### config.mk
export PLATFORM = sky130hd
export DESIGN_NAME = fetch_controller_flat
export DESIGN_NICKNAME = d
export VERILOG_FILES = /design/src/rtl/fetch_controller_if.sv /design/src/rtl/fetch_controller.sv /design/src/flat_wrapper.sv
export SDC_FILE = /design/constraint.sdc
export NUM_CORES = 1
export LEC_CHECK = 0
export ABC_AREA = 1
export CAP_MARGIN = 20
export CORE_MARGIN = 2
export CORE_UTILIZATION = 50
export CTS_CLUSTER_DIAMETER = 150
export DETAILED_ROUTE_END_ITERATION = 8
export PLACE_DENSITY = 0.86
export RECOVER_POWER = 25
export SYNTH_ARGS = -nofsm -noshare
export SYNTH_HDL_FRONTEND = slang
export SYNTH_SLANG_ARGS = --single-unit
### constraint.sdc
create_clock -name clk -period 5.4 [get_ports clk]
set_clock_uncertainty 0.2 [all_clocks]
set_input_delay 1.08 -clock clk [delete_from_list [all_inputs] [get_ports clk]]
set_output_delay 1.08 -clock clk [all_outputs]
set_load 0.1 [all_outputs]
### src/rtl/fetch_controller_if.sv
// fetch_controller_if: instruction-memory, decode handshake and redirect
// signals of the fetch sequencer. The master side is the fetch controller.
interface fetch_controller_if #(
    parameter int DEPTH = 2
);
    // Instruction memory (combinational read)
    logic [63:0]              Inst_Address;
    logic [31:0]              Instruction;
    // Fetch control
    logic                     Fetch_En;
    // Decode handshake
    logic                     Out_Valid;
    logic                     Out_Ready;
    logic [31:0]              Out_Instruction;
    logic [63:0]              Out_PC;
    // Branch/jump redirect
    logic                     Redirect;
    logic [63:0]              Redirect_PC;
    // Status
    logic [$clog2(DEPTH):0]   Occupancy;
    logic                     Halted;
    logic                     Misalign;

    modport master (
        output Inst_Address,
        input  Instruction,
        input  Fetch_En,
        output Out_Valid,
        input  Out_Ready,
        output Out_Instruction,
        output Out_PC,
        input  Redirect,
        input  Redirect_PC,
        output Occupancy,
        output Halted,
        output Misalign
    );

    modport slave (
        input  Inst_Address,
        output Instruction,
        output Fetch_En,
        input  Out_Valid,
        output Out_Ready,
        input  Out_Instruction,
        input  Out_PC,
        output Redirect,
        output Redirect_PC,
        input  Occupancy,
        input  Halted,
        input  Misalign
    );
endinterface

### src/rtl/fetch_controller.sv
// fetch_controller: owns the PC, fetches one 32-bit word per enabled cycle
// into a DEPTH-entry prefetch queue and hands entries to decode over
// valid/ready. Redirects flush the queue and reload the PC.
// Optional feature macro FETCH_HALT_ON_BOUND_EN: when defined, an
// out-of-range PC halts fetch (Halted=1); otherwise the PC wraps to 0.
module fetch_controller #(
    parameter int          DEPTH     = 2,
    parameter int          MEM_BYTES = 160,
    parameter logic [63:0] RESET_PC  = 64'h0
) (
    input  logic               clk,
    input  logic               reset,
    fetch_controller_if.master bus
);
    localparam int          PTR_W   = $clog2(DEPTH);
    localparam int          CNT_W   = PTR_W + 1;
    localparam logic [63:0] LAST_PC = 64'(MEM_BYTES - 4);

    typedef struct packed {
        logic [63:0] pc;
        logic [31:0] inst;
    } fq_entry_t;

    fq_entry_t          q_mem [DEPTH];
    logic [PTR_W-1:0]   wr_ptr, rd_ptr;
    logic [CNT_W-1:0]   count;
    logic [63:0]        pc_q;
    logic               halted_q;
    logic               misalign_q;

    logic               pop, push;
    logic [63:0]        pc_cand, pc_next;
    logic               out_of_range;
    logic               halted_next;

    // Handshake decode and next-PC selection; redirect beats sequential fetch.
    always_comb begin
        pop          = (count != '0) && bus.Out_Ready;
        push         = bus.Fetch_En && !halted_q && !bus.Redirect &&
                       ((count < CNT_W'(DEPTH)) || pop);
        pc_cand      = pc_q;
        if (bus.Redirect)
            pc_cand = {bus.Redirect_PC[63:2], 2'b00};
        else if (push)
            pc_cand = pc_q + 64'd4;
        out_of_range = (pc_cand > LAST_PC);
`ifdef FETCH_HALT_ON_BOUND_EN
        // Out-of-range PC is kept so the stop point stays visible.
        pc_next      = pc_cand;
        halted_next  = out_of_range;
`else
        // Out-of-range PC wraps to the start of memory before it is fetched.
        pc_next      = out_of_range ? 64'h0 : pc_cand;
        halted_next  = 1'b0;
`endif
    end

    // PC, halt and sticky misalign state.
    always_ff @(posedge clk or negedge reset) begin
        if (!reset) begin
            pc_q       <= RESET_PC;
            halted_q   <= 1'b0;
            misalign_q <= 1'b0;
        end else begin
            pc_q       <= pc_next;
            halted_q   <= halted_next;
            if (bus.Redirect && (bus.Redirect_PC[1:0] != 2'b00))
                misalign_q <= 1'b1;
        end
    end

    // Prefetch queue: circular buffer; a redirect discards all entries.
    always_ff @(posedge clk or negedge reset) begin
        if (!reset) begin
            for (int i = 0; i < DEPTH; i++)
                q_mem[i] <= '0;
            wr_ptr <= '0;
            rd_ptr <= '0;
            count  <= '0;
        end else if (bus.Redirect) begin
            wr_ptr <= '0;
            rd_ptr <= '0;
            count  <= '0;
        end else begin
            if (push) begin
                q_mem[wr_ptr] <= '{pc: pc_q, inst: bus.Instruction};
                wr_ptr        <= wr_ptr + PTR_W'(1);
            end
            if (pop)
                rd_ptr <= rd_ptr + PTR_W'(1);
            count <= count + CNT_W'(push) - CNT_W'(pop);
        end
    end

    // All outputs come straight from registers.
    assign bus.Inst_Address    = pc_q;
    assign bus.Out_Valid       = (count != '0);
    assign bus.Out_PC          = q_mem[rd_ptr].pc;
    assign bus.Out_Instruction = q_mem[rd_ptr].inst;
    assign bus.Occupancy       = count;
    assign bus.Halted          = halted_q;
    assign bus.Misalign        = misalign_q;
endmodule
### src/flat_wrapper.sv
// flat-port wrapper written by rule: the top's interface ports become plain ports
module fetch_controller_flat 
#(
    parameter int          DEPTH     = 2,
    parameter int          MEM_BYTES = 160,
    parameter logic [63:0] RESET_PC  = 64'h0
)
  (clk, reset, bus_Inst_Address, bus_Instruction, bus_Fetch_En, bus_Out_Valid, bus_Out_Ready, bus_Out_Instruction, bus_Out_PC, bus_Redirect, bus_Redirect_PC, bus_Occupancy, bus_Halted, bus_Misalign);
  fetch_controller_if #(.DEPTH(DEPTH)) bus_i ();
  input  logic clk;
  input  logic reset;
  output wire logic [$bits(bus_i.Inst_Address)-1:0] bus_Inst_Address;
  input wire logic [$bits(bus_i.Instruction)-1:0] bus_Instruction;
  input wire logic [$bits(bus_i.Fetch_En)-1:0] bus_Fetch_En;
  output wire logic [$bits(bus_i.Out_Valid)-1:0] bus_Out_Valid;
  input wire logic [$bits(bus_i.Out_Ready)-1:0] bus_Out_Ready;
  output wire logic [$bits(bus_i.Out_Instruction)-1:0] bus_Out_Instruction;
  output wire logic [$bits(bus_i.Out_PC)-1:0] bus_Out_PC;
  input wire logic [$bits(bus_i.Redirect)-1:0] bus_Redirect;
  input wire logic [$bits(bus_i.Redirect_PC)-1:0] bus_Redirect_PC;
  output wire logic [$bits(bus_i.Occupancy)-1:0] bus_Occupancy;
  output wire logic [$bits(bus_i.Halted)-1:0] bus_Halted;
  output wire logic [$bits(bus_i.Misalign)-1:0] bus_Misalign;
  assign bus_Inst_Address = bus_i.Inst_Address;
  assign bus_i.Instruction = bus_Instruction;
  assign bus_i.Fetch_En = bus_Fetch_En;
  assign bus_Out_Valid = bus_i.Out_Valid;
  assign bus_i.Out_Ready = bus_Out_Ready;
  assign bus_Out_Instruction = bus_i.Out_Instruction;
  assign bus_Out_PC = bus_i.Out_PC;
  assign bus_i.Redirect = bus_Redirect;
  assign bus_i.Redirect_PC = bus_Redirect_PC;
  assign bus_Occupancy = bus_i.Occupancy;
  assign bus_Halted = bus_i.Halted;
  assign bus_Misalign = bus_i.Misalign;
  fetch_controller #(.DEPTH(DEPTH), .MEM_BYTES(MEM_BYTES), .RESET_PC(RESET_PC)) u_core (.clk(clk), .reset(reset), .bus(bus_i));
endmodule
-- After elaboration in Yosys (flattened, before gate mapping)
Index checks and enable logic that the tools add are counted.
- register bits: 261
- bits of input ports: 101
- output and inout bits: 165
- $add $sub $neg: 5
- $lt $le $gt $ge: 5
- muxes and demuxes: 14
- bitwise operators: 3
- reduce and logical (&&, ||, !) cells: 12
- operator list (kind ; count):
    2-to-1 mux 96 bit ; 4
    bitwise mux 192 bit ; 1
    2-to-1 mux 64 bit ; 3
    demux 96 bit (select 1 bit) ; 1
    adder 64 x 3 -> 64 bit (second input constant) ; 1
    > comparator 64 x 8 -> 1 bit (second input constant) ; 1
    nonzero test 2 bit ; 4
    logical AND 1 bit ; 5
    greater-or-equal comparator 2 bit (second input constant) ; 2
    2-to-1 mux 1 bit ; 4
    NOT 1 -> 2 bit ; 2
    adder 1 bit (second input constant) ; 2
    adder 2 x 1 -> 2 bit ; 1
    less-than comparator 2 x 1 -> 1 bit (second input constant) ; 1
    less-than comparator 2 bit (second input constant) ; 1
    2-to-1 mux 2 bit ; 1
    AND reduction 2 bit ; 1
    subtractor 2 x 1 -> 2 bit ; 1
    zero test 1 bit ; 1
    logical OR 1 bit ; 1
    NOT 1 bit ; 1

-- Depth between registers and ports, before layout
Gate-level depths: netlist of the first run.
- depth in word-level cells: 8
- mapped depth: 18
- mapped depth without buffers: 17

-- Worst setup path after synthesis of the first run
Ideal clock, no wire load.
- kind: flip-flop to output port
- start: reg u_core.rd_ptr
- end: out bus_Out_PC[34]
- data arrival time: 1.871 ns
- slack: 2.249 ns
- cell stages (with the launch flop): 7
- buffers on the path: 3
- cells stage by stage: dfrtp_1 clkbuf_1 inv_2 clkbuf_1 clkbuf_1 nand2_1 nand2_1
- word-level cells in the longest chain between the ends: 4
- ends and longest elaborated chain (element ; RTL line ; source):
    start, declared ; fetch_controller.sv:25 ; logic [PTR_W-1:0] wr_ptr, rd_ptr;
    start signal, assigned ; fetch_controller.sv:90 ; rd_ptr <= rd_ptr + PTR_W'(1);
    NOT 1 -> 2 bit (not written as such) ; fetch_controller.sv:98 ; assign bus.Out_PC = q_mem[rd_ptr].pc;
    2-to-1 mux 96 bit (not written as such) (3 in series) ; fetch_controller.sv:98 ;
    end, declared ; flat_wrapper.sv:18 ; output wire logic [$bits(bus_i.Out_PC)-1:0] bus_Out_PC;
Every way passes these cells. The select of a mux whose other input is x is not followed.

==> flow_summary.json, run 1 <==
{
  "status": "finished, violations left",
  "violations": "capacitance limit, slew limit",
  "rows": 59,
  "gp_congestion": 0.9722,
  "drive_gt1_frac": 0.1119,
  "dieHeight_microns": 166.5,
  "vias": 12830,
  "ctsHoldBuffers": 0,
  "finalSetupTns_ns": 0,
  "die_area_sq_um": 27710,
  "postCtsResizedCells": 0,
  "clkLatencyLatePin_ns": 0.54,
  "cp_slowest_cell": "clkbuf_2",
  "busiest_layer": "met2",
  "synth_top_cell_area_share": 0.4949,
  "cts_setup_buffers": 0,
  "cp.arrival_ns": 4.09,
  "core_sq_um": 25980,
  "max_clock_freq_mhz": 260.1,
  "postRouteWirelength_microns": 40340,
  "syn_inst": 1802,
  "drc": 0,
  "clk_pin_slew_ns": 0.06,
  "wl_per_cell_microns": 16.51,
  "period_minus_slack_ns": 3.844,
  "worst_pin_slew_ns": 2.747,
  "grt_usage": 0.2883,
  "yosysTopAreaCell": "dfrtp_1",
  "portBuffers": 264,
  "postLayoutCellArea_sq_um": 17010,
  "slew_violations": 110,
  "crit_required_ns": 5.65,
  "grt_pass1_wl_microns": 64630,
  "seq_area_frac_synth": 0.4949,
  "diodes": 0,
  "drt_iter0_drc": 1394,
  "initial_core_util": 0.5078,
  "vias_per_cell": 5.248,
  "synth_cell_type_count": 36,
  "synth_area_leaders": "dfrtp_1 (49%), nand2_1 (23%), o21ai_0 (7.9%)",
  "relSlewSlack": -0.8313,
  "first_global_vias": 12220,
  "maxCapViolations": 1,
  "hpwl_microns": 29690,
  "hold_violations": 0,
  "area_growth_pct": 28.93,
  "dr.pass1.iters": 6,
  "vdd_drop_max_mv": 0.6044,
  "finalSetupViolations": 0,
  "grt-ovfl-total": 0,
  "use_met3": 0.04135,
  "slowest_delay_ns": 1.85,
  "clock-sinks": 261,
  "grt_max_degree": 111,
  "h-tree-depth": 1,
  "synth_enable_flop_cells": 0,
  "crit_type": "in2async",
  "synth_flop_cell": "dfrtp_1",
  "p_leak_nw": 8.558,
  "worst_setup_path_end_kind": "async pin",
  "yosys_warnings": 0,
  "clockBufferDepth": 3,
  "cts_root_buffer": "clkbuf_16",
  "power_density_nw_per_um2": 555.4,
  "crit_chain": "clkbuf_2 -> clkbuf_1",
  "cpLargestDelayFamily": "buffers and inverters",
  "final_nets": 2192,
  "antenna_found_initial": 0,
  "synth_area_sq_um": 13200,
  "drtAntennaViolNets": 0,
  "syn_avg_cell_area_sq_um": 7.323,
  "ys_ff_latch": 261,
  "met1_usage": 0.4092,
  "synthArstFlopShare": 1.000,
  "grtUsageMet2": 0.4646,
  "grt_setup_unrepaired": "false",
  "num_io_pins": 266,
  "cts_tree": "built",
  "dpl_cell_area_sq_um": 16060,
  "crit_buf_inv": 2,
  "cts_made_buffers": 28,
  "period_share": 0.7118,
  "worstSetupStartpointType": "input pin",
  "die_w_microns": 166.5,
  "crit_fanout": 110,
  "hp-class": "reg2reg"
}
[power by group]
part	internal (W)	switching, W
logic	0.000954	0.00374
clock network	0.00116	0.000770
registers	0.00250	0.000319
[worst paths after layout]
path	start	endpoint	slack [ns]	cells after the start
hold reg to reg	u_core.q_mem[166]	u_core.q_mem[166]	0.28	2
setup reg to reg	u_core.bus.Inst_Address[20]	u_core.bus.Inst_Address[0]	2.50	14
setup / recovery	reset	u_core.q_mem[8]	1.56	2
hold / removal	u_core.q_mem[166]	u_core.q_mem[166]	0.28	2
min in group asynchronous	reset	u_core.bus.Inst_Address[15]	1.17	1
max in group clk	u_core.rd_ptr	bus_Out_PC[26]	1.58	5
[area by class of cell]
type                       count  area (sq um)
tap                          335         419.2
sequential                   261          6535
timing repair buffer         279          2551
clock inverter                 7         93.84
multi-input combinational   1375          6031
clock buffer                  44         842.1
inverter                     143         541.8
fill                        2224          8971
[sequential cells by signal, summed over array words and instances, names as in the netlist]
signal,cells
u_core.bus.Inst_Address,64
u_core.bus.Misalign,1
u_core.bus.Occupancy,2
u_core.q_mem,192
u_core.rd_ptr,1
u_core.wr_ptr,1
[cells in the final DEF (no fill, tap or decap), drive strengths merged, types with 5 or more instances in the layout]
master	n
nand4	17
nand2	801
inv	142
nor3	21
nor2	114
or2	34
o21ai	215
o21bai	5
clkbuf	46
dfrtp	261
clkdlybuf4s50	167
conb	57
buf	110
clkinv	5
nand3	96
[layer usage]
layer / share of wire / routed length, microns / vias up
li1: - / - / 6163
met1: 0.44 / 17670 / 6067
met2: 0.47 / 18790 / 520
met3: 0.068 / 2762 / 75
met4: 0.028 / 1121 / 0
met5: 0 / 0 / -
[kinds of logic after synthesis]
kind of cell	Yosys count	share of synthesized area
AND/OR/NAND/NOR	1090	0.3498
flip-flops	261	0.4949
buffers and inverters	222	0.06476
AO/OA/AOI/OAI	221	0.08476
XOR/XNOR	4	0.002655
adder cells (fa/ha/maj)	3	0.002845
other	1	0.0002842
[stage by stage]
stage	util	hold slack, ns	instances	setup slack (ns)	total power (W)
after floorplan	-	0.2529	1858	2.249	0.006415
after global placement	0.6182	0.2657	2392	1.447	0.007446
after detailed placement	0.6182	0.2725	2392	1.410	0.007526
after CTS	0.6542	0.2874	2443	1.562	0.009471
after global routing	0.6548	0.2981	2444	0.9676	0.009870
final	0.6548	0.2800	2444	1.556	0.009450
[cell usage after synthesis, drive strengths merged, types with 5 or more instances]
cell type and number:
dfrtp 261, nand2 801, nor3 21, or2 34, buf 10, nor2 114
nand3 96, clkbuf 69, o21ai 215, nand4 17, o21bai 5, inv 141
Note: power is estimated with default switching activity, not from simulation.
==> run 2: changes to the inputs <==
--- a/config.mk
+++ b/config.mk
@@ -8,10 +8,10 @@
 export ABC_AREA = 1
 export CAP_MARGIN = 20
 export CORE_MARGIN = 2
-export CORE_UTILIZATION = 50
+export CORE_UTILIZATION = 47
 export CTS_CLUSTER_DIAMETER = 150
 export DETAILED_ROUTE_END_ITERATION = 8
-export PLACE_DENSITY = 0.86
+export PLACE_DENSITY = 0.85
 export RECOVER_POWER = 25
 export SYNTH_ARGS = -nofsm -noshare
 export SYNTH_HDL_FRONTEND = slang
==> constraint.sdc (replaced) <==
create_clock -name clk -period 3.24 [get_ports clk]
set_clock_uncertainty 0.2 [all_clocks]
set_input_delay 0.648 -clock clk [delete_from_list [all_inputs] [get_ports clk]]
set_output_delay 0.648 -clock clk [all_outputs]
set_load 0.1 [all_outputs]
==> run 2 against run 1 <==
Compared with the run above: the run still ends with capacitance limit, slew limit left; via count increased by 2.8%; critical path depth rose by 2; combinational power grew 100%; clock power increased by 54%; sequential share of layout area down 2.6 points; non-clock buffer count up 25; critical path type is now reg2out; critical endpoint is now bus_Out_Instruction[18].
==> flow_summary.json, run 2 (synthesis results as in run 1) <==
{
  "status": "finished, violations left",
  "violations": "capacitance limit, slew limit",
  "hold_ws_ns": 0.2831,
  "grt_pass1_wl_microns": 65830,
  "gp_congestion": 1.011,
  "clockBufferDepth": 3,
  "period_minus_slack_ns": 3.074,
  "vias": 13190,
  "drc": 0,
  "power_w": 0.01725,
  "crit_required_ns": 2.39,
  "final_nets": 2216,
  "wl_per_cell_microns": 16.56,
  "maxCapViolations": 1,
  "grt_max_degree": 106,
  "worstSetupStartpointType": "register",
  "drt_iter0_drc": 1517,
  "utilization": 0.6584,
  "worstReg2RegStart": "u_core.bus.Inst_Address[11]",
  "num_io_pins": 266,
  "p_leak_nw": 9.094,
  "grt_setup_unrepaired": "false",
  "r2r_slack_ns": 0.34,
  "hold_violations": 0,
  "layout_common_cells": "nand2_1 (796), dfrtp_1 (260), o21ai_0 (208), inv_1 (138), buf_12 (103)",
  "postRouteWirelength_microns": 41550,
  "cp.arrival_ns": 2.23,
  "hp-class": "reg2reg",
  "nFillCells": 2264,
  "whs_endpoint": "u_core.q_mem[147]",
  "vdd_drop_max_mv": 0.4562,
  "initial_core_util": 0.4763,
  "cts_setup_buffers": 0,
  "max_clock_freq_mhz": 325.3,
  "cp_slowest_cell": "dfrtp_4",
  "vias_per_cell": 5.258,
  "cp_common_cell": "nand2_1",
  "relSlewSlack": -0.1954,
  "clkLatencyLatePin_ns": 0.54,
  "dpl_cell_area_sq_um": 17430,
  "dieHeight_microns": 171.6,
  "antenna_found_initial": 0,
  "cts_tree": "built",
  "crit_fanout": 49,
  "drive_gt1_frac": 0.1521,
  "r2r-end": "u_core.bus.Inst_Address[5]",
  "die_w_microns": 171.6,
  "slew_violations": 30,
  "largest_reg_flops": 192,
  "dr.pass1.iters": 6,
  "postLayoutCellArea_sq_um": 18240,
  "hpwl_microns": 31080,
  "power_density_nw_per_um2": 945.9,
  "core_sq_um": 27710,
  "first_global_vias": 12710,
  "slowest_delay_ns": 0.61,
  "area_growth_pct": 38.23,
  "clk_pin_slew_ns": 0.06,
  "period_share": 0.9487,
  "holdPathStages": 2,
  "postCtsResizedCells": 0,
  "hold_start": "u_core.q_mem[147]",
  "h-tree-depth": 1,
  "rr_worst_depth": 14,
  "crit_type": "reg2out",
  "rows": 61,
  "drtAntennaViolNets": 0,
  "grt_usage": 0.2838,
  "startpoint": "u_core.rd_ptr",
  "portBuffers": 264,
  "die_area_sq_um": 29430,
  "diodes": 0,
  "clock-sinks": 261,
  "crit_chain": "buf_4 -> nand2_1 -> nand2_1 -> buf_12",
  "cts_root_buffer": "clkbuf_16",
  "final_common_cell": "nand2_1",
  "finalSetupViolations": 0,
  "registers.top_by_ff_count": "u_core.q_mem",
  "worst_setup_path_end_kind": "output pin",
  "cts_made_buffers": 27,
  "ctsHoldBuffers": 1,
  "grt-ovfl-total": 0,
  "worst_pin_slew_ns": 1.793
}
run 2: worst max path at each step:
| stage | depth (start not counted) | slack (ns) | endpoint |
|---|---|---|---|
| CTS | 4 | 0.16 | bus_Out_Instruction[18] |
| global placement | 16 | -0.24 | u_core.bus.Inst_Address[0] |
| global route | 15 | 0.05 | u_core.bus.Inst_Address[4] |
| floorplan | 17 | 0.20 | u_core.bus.Inst_Address[1] |
| detailed placement | 16 | -0.32 | u_core.bus.Inst_Address[5] |
| finish | 4 | 0.17 | bus_Out_Instruction[18] |
run 2: layout make-up:
class | count | area [sq um] | area share
multi-input combinational | 1375 | 6031 | 0.3306
inverter | 143 | 543.0 | 0.02977
clock inverter | 7 | 70.07 | 0.003841
timing repair buffer | 304 | 3825 | 0.2097
sequential | 261 | 6535 | 0.3583
clock buffer | 40 | 764.5 | 0.04191
tap | 378 | 473.0 | 0.02593
run 2: worst max-delay path, delay by kind of cell (launching register included):
kind / cells / cell delay, ns
and+or+nand+nor: 2 / 0.31
buffers and inverters: 2 / 0.74
DFF: 1 / 0.61
run 2: through the flow:
| step | setup slack [ns] | instances | TNS [ns] |
|---|---|---|---|
| 2_1_floorplan | 0.2010 | 1858 | 0 |
| 3_3_place_gp | -0.2368 | 2460 | -1.886 |
| 3_5_place_dp | -0.3160 | 2460 | -2.299 |
| 4_1_cts | 0.1561 | 2508 | 0 |
| 5_1_grt | 0.05020 | 2508 | 0 |
| 6_report | 0.1661 | 2508 | 0 |
run 2: where the power goes:
| group | leakage, nW | internal (W) | switching [W] | total, W |
|---|---|---|---|---|
| sequential | 3.25 | 0.00417 | 0.000569 | 0.00474 |
| clock | 0.407 | 0.00170 | 0.00127 | 0.00297 |
| combinational | 5.44 | 0.00298 | 0.00657 | 0.00955 |
run 2: metal layers:
layer | part of all wire | routed length [microns] | vias up | GRT usage
li1 | - | - | 6205 | -
met1 | 0.40 | 16490 | 6156 | 0.3812
met2 | 0.47 | 19530 | 689 | 0.4601
met3 | 0.085 | 3551 | 138 | 0.04142
met4 | 0.047 | 1971 | 0 | 0.1220
met5 | 0 | 0 | - | 0
==> RTL change: new RTL, flow settings as in run 2 <==
Add a define of `FETCH_HALT_ON_BOUND_EN`.
--- a/src/rtl/fetch_controller.sv
+++ b/src/rtl/fetch_controller.sv
@@ -3,6 +3,8 @@
 // valid/ready. Redirects flush the queue and reload the PC.
 // Optional feature macro FETCH_HALT_ON_BOUND_EN: when defined, an
 // out-of-range PC halts fetch (Halted=1); otherwise the PC wraps to 0.
+`define FETCH_HALT_ON_BOUND_EN
+
 module fetch_controller #(
     parameter int          DEPTH     = 2,
     parameter int          MEM_BYTES = 160,
Behaviour: not the same (Yosys sat finds a counterexample within 4 cycles, from zero or initial values and one cycle with reset low).
==> RTL change against run 2 <==
The flow still finishes with violations (max-capacitance violations, max-slew violations). Synthesized area grew 2.5%. Wire length grew 14%. Via count grew 3.1%. Design area grew 1.4%. Setup slack gained 0.12 ns. Synthesized cell count grew 5.9%. Die area grew 2.5%. Sequential cell count grew 1. Critical path type unchanged.
Power is not compared: it rests on default switching activity, and its combinational part moved more than twofold at a synthesized area within 25%.
==> RTL change: results (changes against run 2) <==
status: "finished with violations"
failed_checks: "max-capacitance violations, max-slew violations"
ff_latch_area_um2: 6560  # +0.34%
critPathSlowestCell: "dfrtp_2"
wl_met1_um: 20300  # +23%
synth_xor_area_share_pct: 0.324  # +0.058 points
io_buffers: 265  # +0.38%
dp_slack_ns: -0.0795  # +0.236 ns
multi_input_gates: 1374  # -0.073%
fin_cells: 2568  # +2.4%
use_met1_pct: 44.1  # +6.0 points
avgSynthCellArea_um2: 7.09  # -3.2%
wl_met2_um: 21300  # +9.1%
num-nonclk-inverters: 192  # +34%
worstPathMaxFanout: 36  # -27%
worstSkewPairLatency_ns: 0.55
finalCritPeriodShare_pct: 91.0  # -3.8 points
critPathMaxStageDelay_ns: 0.43  # -0.18 ns
p_leak_nw: 9.20
worst_ep_arrival_time_ns: 2.10  # -0.13 ns
ys_top_cells_by_area: "dfrtp_1 (48%), nand2_1 (23%), o21ai_0 (7.5%), inv_1 (5.2%), nand3_1 (4.0%)"
place_congestion: 0.991  # -2.0%
initialDrtViolationCount: 1467  # -3.3%
wl_met3_um: 4140  # +17%
synth.distinct_cells: 32  # -11%
use_met2_pct: 49.4  # +3.4 points
first_global_vias: 13322  # +4.8%
ff2ff_setup_slack_ns: 0.32  # -0.02 ns
slew_violations: 61  # +100%
fin_util_pct: 64.8  # -1.1 points
nClkBuffers: 42  # +5.0%
place_area_um2: 17600  # +0.95%
ys_seq_area_share_pct: 48.5  # -1.0 points
synth-compound-area-share_pct: 8.22  # -0.25 points
synthAdderAreaFrac_pct: 0.277  # -0.0070 points
whs_ns: 0.282  # -0.000902 ns
placedCellCount: 2516  # +2.3%
via_per_inst: 5.30  # +0.73%
maxCapViolations: 1  # unchanged
grt_use_total_pct: 31.3  # +2.9 points
grt_use_met3_pct: 5.81  # +1.7 points
multi_input_area_share_pct: 32.0  # -1.0 points
fill_cells: 2479  # +9.5%
synth_common_cells: "nand2_1 (814), dfrtp_1 (262), o21ai_0 (204), inv_1 (188), nor2_1 (138)"
seq_cell_count: 262  # +0.38%
signal_buffers: 305  # +0.33%
buffer_area_share_pct: 21.2  # +0.19 points
RTL change: cell count changes after synthesis, moves of 4 or more:
cell	run 2	this run
buf_1	4	10
buf_2	4	10
clkbuf_1	69	57
inv_1	138	188
nand2_1	797	814
nand2_2	3	7
nand3_1	88	109
nand3_2	6	0
nor2_1	93	138
nor3_2	11	1
o21ai_0	208	204
o21ai_1	7	0
o21bai_1	5	1
RTL change: final timing paths:
path                                                               to                                 start
worst min-delay path                     u_core.q_mem[92]$_DFFE_PN0P_          u_core.q_mem[92]$_DFFE_PN0P_
max in group asynchronous       u_core.bus.Inst_Address[40]$_DFF_PN0_                                 reset
min in group asynchronous                u_core.q_mem[87]$_DFFE_PN0P_                                 reset
worst min register to register           u_core.q_mem[92]$_DFFE_PN0P_          u_core.q_mem[92]$_DFFE_PN0P_
worst max register to register            u_core.bus.Halted$_DFF_PN0_  u_core.bus.Inst_Address[2]$_DFF_PN0_
worst max-delay path                                   bus_Out_PC[36]             u_core.rd_ptr$_DFFE_PN0P_
